### src/rtl/fifo_pkg.sv
// Shared FIFO constants and wrap-bit pointer compares, reused by the sync and async FIFOs.
package fifo_pkg;
   localparam int FIFO_MODE_STD   = 0;
   localparam int FIFO_MODE_FWFT  = 1;
   localparam int FIFO_DATA_WIDTH = 16;
   localparam int FIFO_ADDR_WIDTH = 6;

   // Pointers are aw address bits plus one wrap bit at position aw.
   function automatic logic ptr_full(input logic [31:0] wptr, input logic [31:0] rptr,
                                     input logic [4:0] aw);
      logic [31:0] diff;
      diff = wptr ^ rptr;
      return diff[aw] && ((diff & ((32'd1 << aw) - 32'd1)) == 32'd0);
   endfunction

   function automatic logic ptr_empty(input logic [31:0] wptr, input logic [31:0] rptr,
                                      input logic [4:0] aw);
      return ((wptr ^ rptr) & ((32'd2 << aw) - 32'd1)) == 32'd0;
   endfunction
endpackage

### src/rtl/fifo_dual_port_ram.sv
// Simple dual-port RAM: synchronous write, read port registered or combinational.
module fifo_dual_port_ram import fifo_pkg::*; #(
   parameter int DATA_WIDTH = FIFO_DATA_WIDTH,
   parameter int ADDR_WIDTH = FIFO_ADDR_WIDTH,
   parameter bit REG_READ   = 1'b1
) (
   input  logic                  clock,
   input  logic                  reset,
   input  logic                  write_enable,
   input  logic [ADDR_WIDTH-1:0] write_addr,
   input  logic [DATA_WIDTH-1:0] write_data,
   input  logic                  read_enable,
   input  logic [ADDR_WIDTH-1:0] read_addr,
   output logic [DATA_WIDTH-1:0] read_data
);
   // Storage is deliberately left uninitialised on reset.
   logic [DATA_WIDTH-1:0] mem [2**ADDR_WIDTH];

   always_ff @(posedge clock)
      if (write_enable) mem[write_addr] <= write_data;

   generate
      if (REG_READ) begin : g_reg
         always_ff @(posedge clock or posedge reset)
            if (reset)            read_data <= '0;
            else if (read_enable) read_data <= mem[read_addr];
      end else begin : g_comb
         logic unused_ok;
         assign unused_ok = ^{reset, read_enable};
         assign read_data = mem[read_addr];
      end
   endgenerate
endmodule

### src/rtl/sync_fifo_param.sv
// Single-clock parameterised FIFO with optional first-word-fall-through, level and error flags.
module sync_fifo_param import fifo_pkg::*; #(
   parameter int DATA_WIDTH = FIFO_DATA_WIDTH,
   parameter int ADDR_WIDTH = FIFO_ADDR_WIDTH,
   parameter int FWFT       = FIFO_MODE_STD,
   parameter int AF_THRESH  = 56,
   parameter int AE_THRESH  = 8
) (
   input  logic                  clock,
   input  logic                  reset,
   input  logic [DATA_WIDTH-1:0] write_data,
   input  logic                  write_enable,
   input  logic                  read_enable,
   output logic [DATA_WIDTH-1:0] read_data,
   output logic                  read_valid,
   output logic                  full,
   output logic                  empty,
   output logic                  almost_full,
   output logic                  almost_empty,
   output logic [ADDR_WIDTH:0]   fill_level,
   output logic                  overflow,
   output logic                  underflow
);
   localparam int PW = ADDR_WIDTH + 1;
   localparam logic [PW-1:0] AF_LVL = PW'(AF_THRESH);
   localparam logic [PW-1:0] AE_LVL = PW'(AE_THRESH);

   logic [PW-1:0]         wptr, rptr, wptr_nxt, rptr_nxt, fill_nxt;
   logic                  push, pop;
   logic [DATA_WIDTH-1:0] ram_q;

   assign push     = write_enable & ~full;
   assign pop      = read_enable & ~empty;
   assign wptr_nxt = wptr + PW'(push);
   assign rptr_nxt = rptr + PW'(pop);
   assign fill_nxt = wptr_nxt - rptr_nxt;

   // Flags are computed from next-state pointers so they track fill_level on the same edge.
   always_ff @(posedge clock or posedge reset) begin
      if (reset) begin
         wptr         <= '0;
         rptr         <= '0;
         fill_level   <= '0;
         full         <= 1'b0;
         empty        <= 1'b1;
         almost_full  <= 1'b0;
         almost_empty <= 1'b1;
         overflow     <= 1'b0;
         underflow    <= 1'b0;
      end else begin
         wptr         <= wptr_nxt;
         rptr         <= rptr_nxt;
         fill_level   <= fill_nxt;
         full         <= ptr_full(32'(wptr_nxt), 32'(rptr_nxt), 5'(ADDR_WIDTH));
         empty        <= ptr_empty(32'(wptr_nxt), 32'(rptr_nxt), 5'(ADDR_WIDTH));
         almost_full  <= fill_nxt >= AF_LVL;
         almost_empty <= fill_nxt <= AE_LVL;
         overflow     <= write_enable & full;
         underflow    <= read_enable & empty;
      end
   end

   fifo_dual_port_ram #(
      .DATA_WIDTH (DATA_WIDTH),
      .ADDR_WIDTH (ADDR_WIDTH),
      .REG_READ   (FWFT == FIFO_MODE_STD)
   ) u_ram (
      .clock        (clock),
      .reset        (reset),
      .write_enable (push),
      .write_addr   (wptr[ADDR_WIDTH-1:0]),
      .write_data   (write_data),
      .read_enable  (pop),
      .read_addr    (rptr[ADDR_WIDTH-1:0]),
      .read_data    (ram_q)
   );

   generate
      if (FWFT == FIFO_MODE_FWFT) begin : g_fwft
         // Head word is shown only while something is stored, so reset forces zero.
         assign read_valid = ~empty;
         assign read_data  = empty ? '0 : ram_q;
      end else begin : g_std
         always_ff @(posedge clock or posedge reset)
            if (reset) read_valid <= 1'b0;
            else       read_valid <= pop;
         assign read_data = ram_q;
      end
   endgenerate
endmodule

### config.mk
export PLATFORM = sky130hd
export DESIGN_NAME = sync_fifo_param
export DESIGN_NICKNAME = d
export VERILOG_FILES = /design/src/rtl/fifo_pkg.sv /design/src/rtl/fifo_dual_port_ram.sv /design/src/rtl/sync_fifo_param.sv
export SDC_FILE = /design/constraint.sdc
export NUM_CORES = 1
export LEC_CHECK = 0
export BUFFER_PORTS_ARGS = -buffer_cell sky130_fd_sc_hd__buf_2
export CORE_MARGIN = 10
export CORE_UTILIZATION = 56
export DETAILED_ROUTE_END_ITERATION = 6
export PLACE_DENSITY = 0.83
export SLEW_MARGIN = 20
export SYNTH_ARGS = -nofsm -noshare
export SYNTH_HDL_FRONTEND = slang
export SYNTH_SLANG_ARGS = --single-unit
export TNS_END_PERCENT = 20
### constraint.sdc
create_clock -name clock -period 3.35 [get_ports clock]
set_clock_uncertainty 0.2 [all_clocks]
set_input_delay 0.5025 -clock clock [delete_from_list [all_inputs] [get_ports clock]]
set_output_delay 0.5025 -clock clock [all_outputs]
set_load 0.02 [all_outputs]
==> results_dict.tcl <==
set metrics [dict create \
    status "finished clean" \
    crit_path_frequent_cell "ha_1" \
    syn_inst 1954 \
    ys_top_cells_by_area "edfxtp_1 74%, mux4_2 12%, mux2i_1 3.2%" \
    syn_area_per_cell_sq_um 21.1 \
    start_util_pct 56.6 \
    numClockSinks 1068 \
    antenna_found_initial 3 \
    grt_first_pass_wirelength_mm 151 \
    place.gp.congestion 0.888 \
    cts.htree.levels 3 \
    worst_ir_drop_vdd_mv 0.546 \
    crit_type "in -> reg" \
    dr.pass1.iters 5 \
    tns_ns 0 \
    synth_top_area_share_pct 74.5 \
    cpPeakStageDelay_ns 0.53 \
    ys_seq_elements 1068 \
    cap_violations 0 \
    ys_types 50 \
    worstPathMaxFanout 3 \
    fin_crit_ns 3.22 \
    grt_overflow 0 \
    cts-root-buf "clkbuf_16" \
    clkLatencyLatePin_ns 0.68 \
    syn_area_sq_um 41300 \
    fin_nets 2209 \
    crit_arrival_ns 3.58 \
    fin_total_pwr_uw 39200 \
    coreArea_sq_um 73000 \
    netlist_top_cells_count "1,024 x edfxtp_1, 214 x mux4_2, 132 x mux2i_1" \
    synth.most_common_cell "edfxtp_1" \
    crit_path_end_kind "register" \
    die_area_sq_um 85000 \
    ios 50 \
    synth_largest_area_cell "edfxtp_1" \
    final-setup-viol-count 0 \
    wl_mm 102 \
    ys.flop_type "edfxtp_1" \
    grt_max_degree 78 \
    async_flop_share_pct 4.12 \
    area_delta_synth_final_pct 13.9 \
    ys_warn_count 0 \
    timing.final.hold_violations 0 \
    remaining_drc_errors 0 \
    worst_slew_pin_slew_ns 1.04 \
    synth_nets 1984 \
    via_per_inst 6.67 \
    fin_crit_sh_pct 96.1 \
    final_antenna_net_count 0 \
    die_w_um 292 \
    vias 21500 \
    wl_per_cell_um 31.8 \
    grt.total_usage_pct 24.0 \
    maxSlewHeadroom_pct 30.8 \
    ys_seq_area_share_pct 77.2 \
    power.density_nw_per_um2 834 \
    synth_edf_count 1024 \
    crit_path_start_kind "input pin" \
    dp_hpwl_mm 59.1 \
    clock.fmax_mhz 311 \
    die_h_um 292 \
    min_path_type "in -> reg" \
    worst_path_max_delay_cell "dlygate4sd3_1" \
    leakage_uw 0.0155 \
    layout-drive-gt1-share_pct 27.2 \
    floorplan.rows 99 \
    clk_pin_slew_ns 0.06 \
    drt_iter0_drc 3576 \
    cts_tree "yes" \
    clockBufferDepth 3 \
    cp_cell_sequence "dlygate4sd3_1 > buf_2 > nor2b_2 > buf_4 > ha_1 > ha_1 > nand3_1 > xor2_2 > inv_1 > ha_1 > or2_2 > o22a_1 > a21o_1 > a2111oi_2" \
    first_global_vias 22000 \
    critPathRequiredTime_ns 3.71 \
    portBuffers 49 \
    drv_slew 0 \
    cts_made_buffers 102 \
]
worst paths after layout:
path,start,slack (ns),endpoint,cells past startpoint
max,write_enable,0.13,almost_empty,14
min,write_data[0],0.09,u_ram.mem[37][0],1
max reg2reg,rptr[2],0.19,u_ram.read_data[8],7
min reg2reg,full,0.34,overflow,1
max in group asynchronous,reset,1.84,rptr[2],3
min in group asynchronous,reset,0.36,overflow,3
placed cells by master (no fill, tap or decap), drive strengths merged, types with 11 or more instances in the layout:
cell type and instances:
clkinv 49, edfxtp 1024, nor2b 24, o21ai 11
nor2 83, a22oi 50, mux4 214, clkbuf 128
mux2 26, o22ai 22, buf 222, a21oi 32
dfrtp 42, mux2i 132, inv 17, nand2 35
nand3 20
through the flow:
step	hold WS, ns	cells	instance area [sq um]	util (%)	setup slack [ns]
floorplan	0.314	1954	41300	-	0.0565
global placement	0.291	3029	43700	59.9	0.0375
finish	0.0926	3225	47000	64.4	0.132
detailed placement	0.308	3029	43700	59.9	0.0162
global route	0.0988	3224	47000	64.4	-0.0181
CTS	0.0658	3222	47000	64.4	0.144
critical path, delay by kind of cell:
kind	cells	cell delay, ns
AOI/OAI and AO/OA	3	0.80
buffers and inverters	4	0.88
adders and majority gates	3	0.61
and+or+nand+nor	3	0.59
xor gates and xnor gates	1	0.18
metal layers:
metal	wire, um	GRT usage (%)
met5	23	0
met4	3990	9.30
met3	12000	6.07
met2	49700	37.9
met1	36700	31.9
final cells by class:
type / instances / area [sq um]
timing repair buffer: 225 / 1760
sequential: 1068 / 31900
multi-input combinational: 769 / 8880
inverter: 13 / 48.8
clock buffer: 128 / 2680
tap: 959 / 1200
clock inverter: 62 / 588
antenna: 1 / 2.50
fill: 4342 / 25900
report_power, final:
group	total [uW]	leakage, uW	switching (uW)	internal (uW)
Clock	11300	0.00159	4950	6320
Sequential	16000	0.00973	615	15300
Combinational	12000	0.00415	6730	5230
Total	39200	0.0155	12300	26900
cells by family after synthesis:
| logic type | Yosys count | share of synthesized area, % |
|---|---|---|
| simple gates | 202 | 2.29 |
| flops | 1068 | 77.2 |
| mux | 372 | 15.6 |
| compound gates | 166 | 2.82 |
| buf+inv | 117 | 1.36 |
| xor+xnor | 19 | 0.455 |
| fa+ha+maj | 10 | 0.321 |
registers in the layout, summed over array words and instances (netlist names), 7 cells and up:
register,flops
wptr,7
rptr,7
fill_level,7
u_ram.read_data,16
u_ram.mem,1024
repair_timing:
action | CTS | global route
endpoints found under the hold margin | 37 | 0
hold buffers | 3 | 0
buffers inserted | 0 | 2
setup endpoints to repair | 0 | 2
gates resized for setup | 0 | 2
Power figures use the tool's default switching activity.
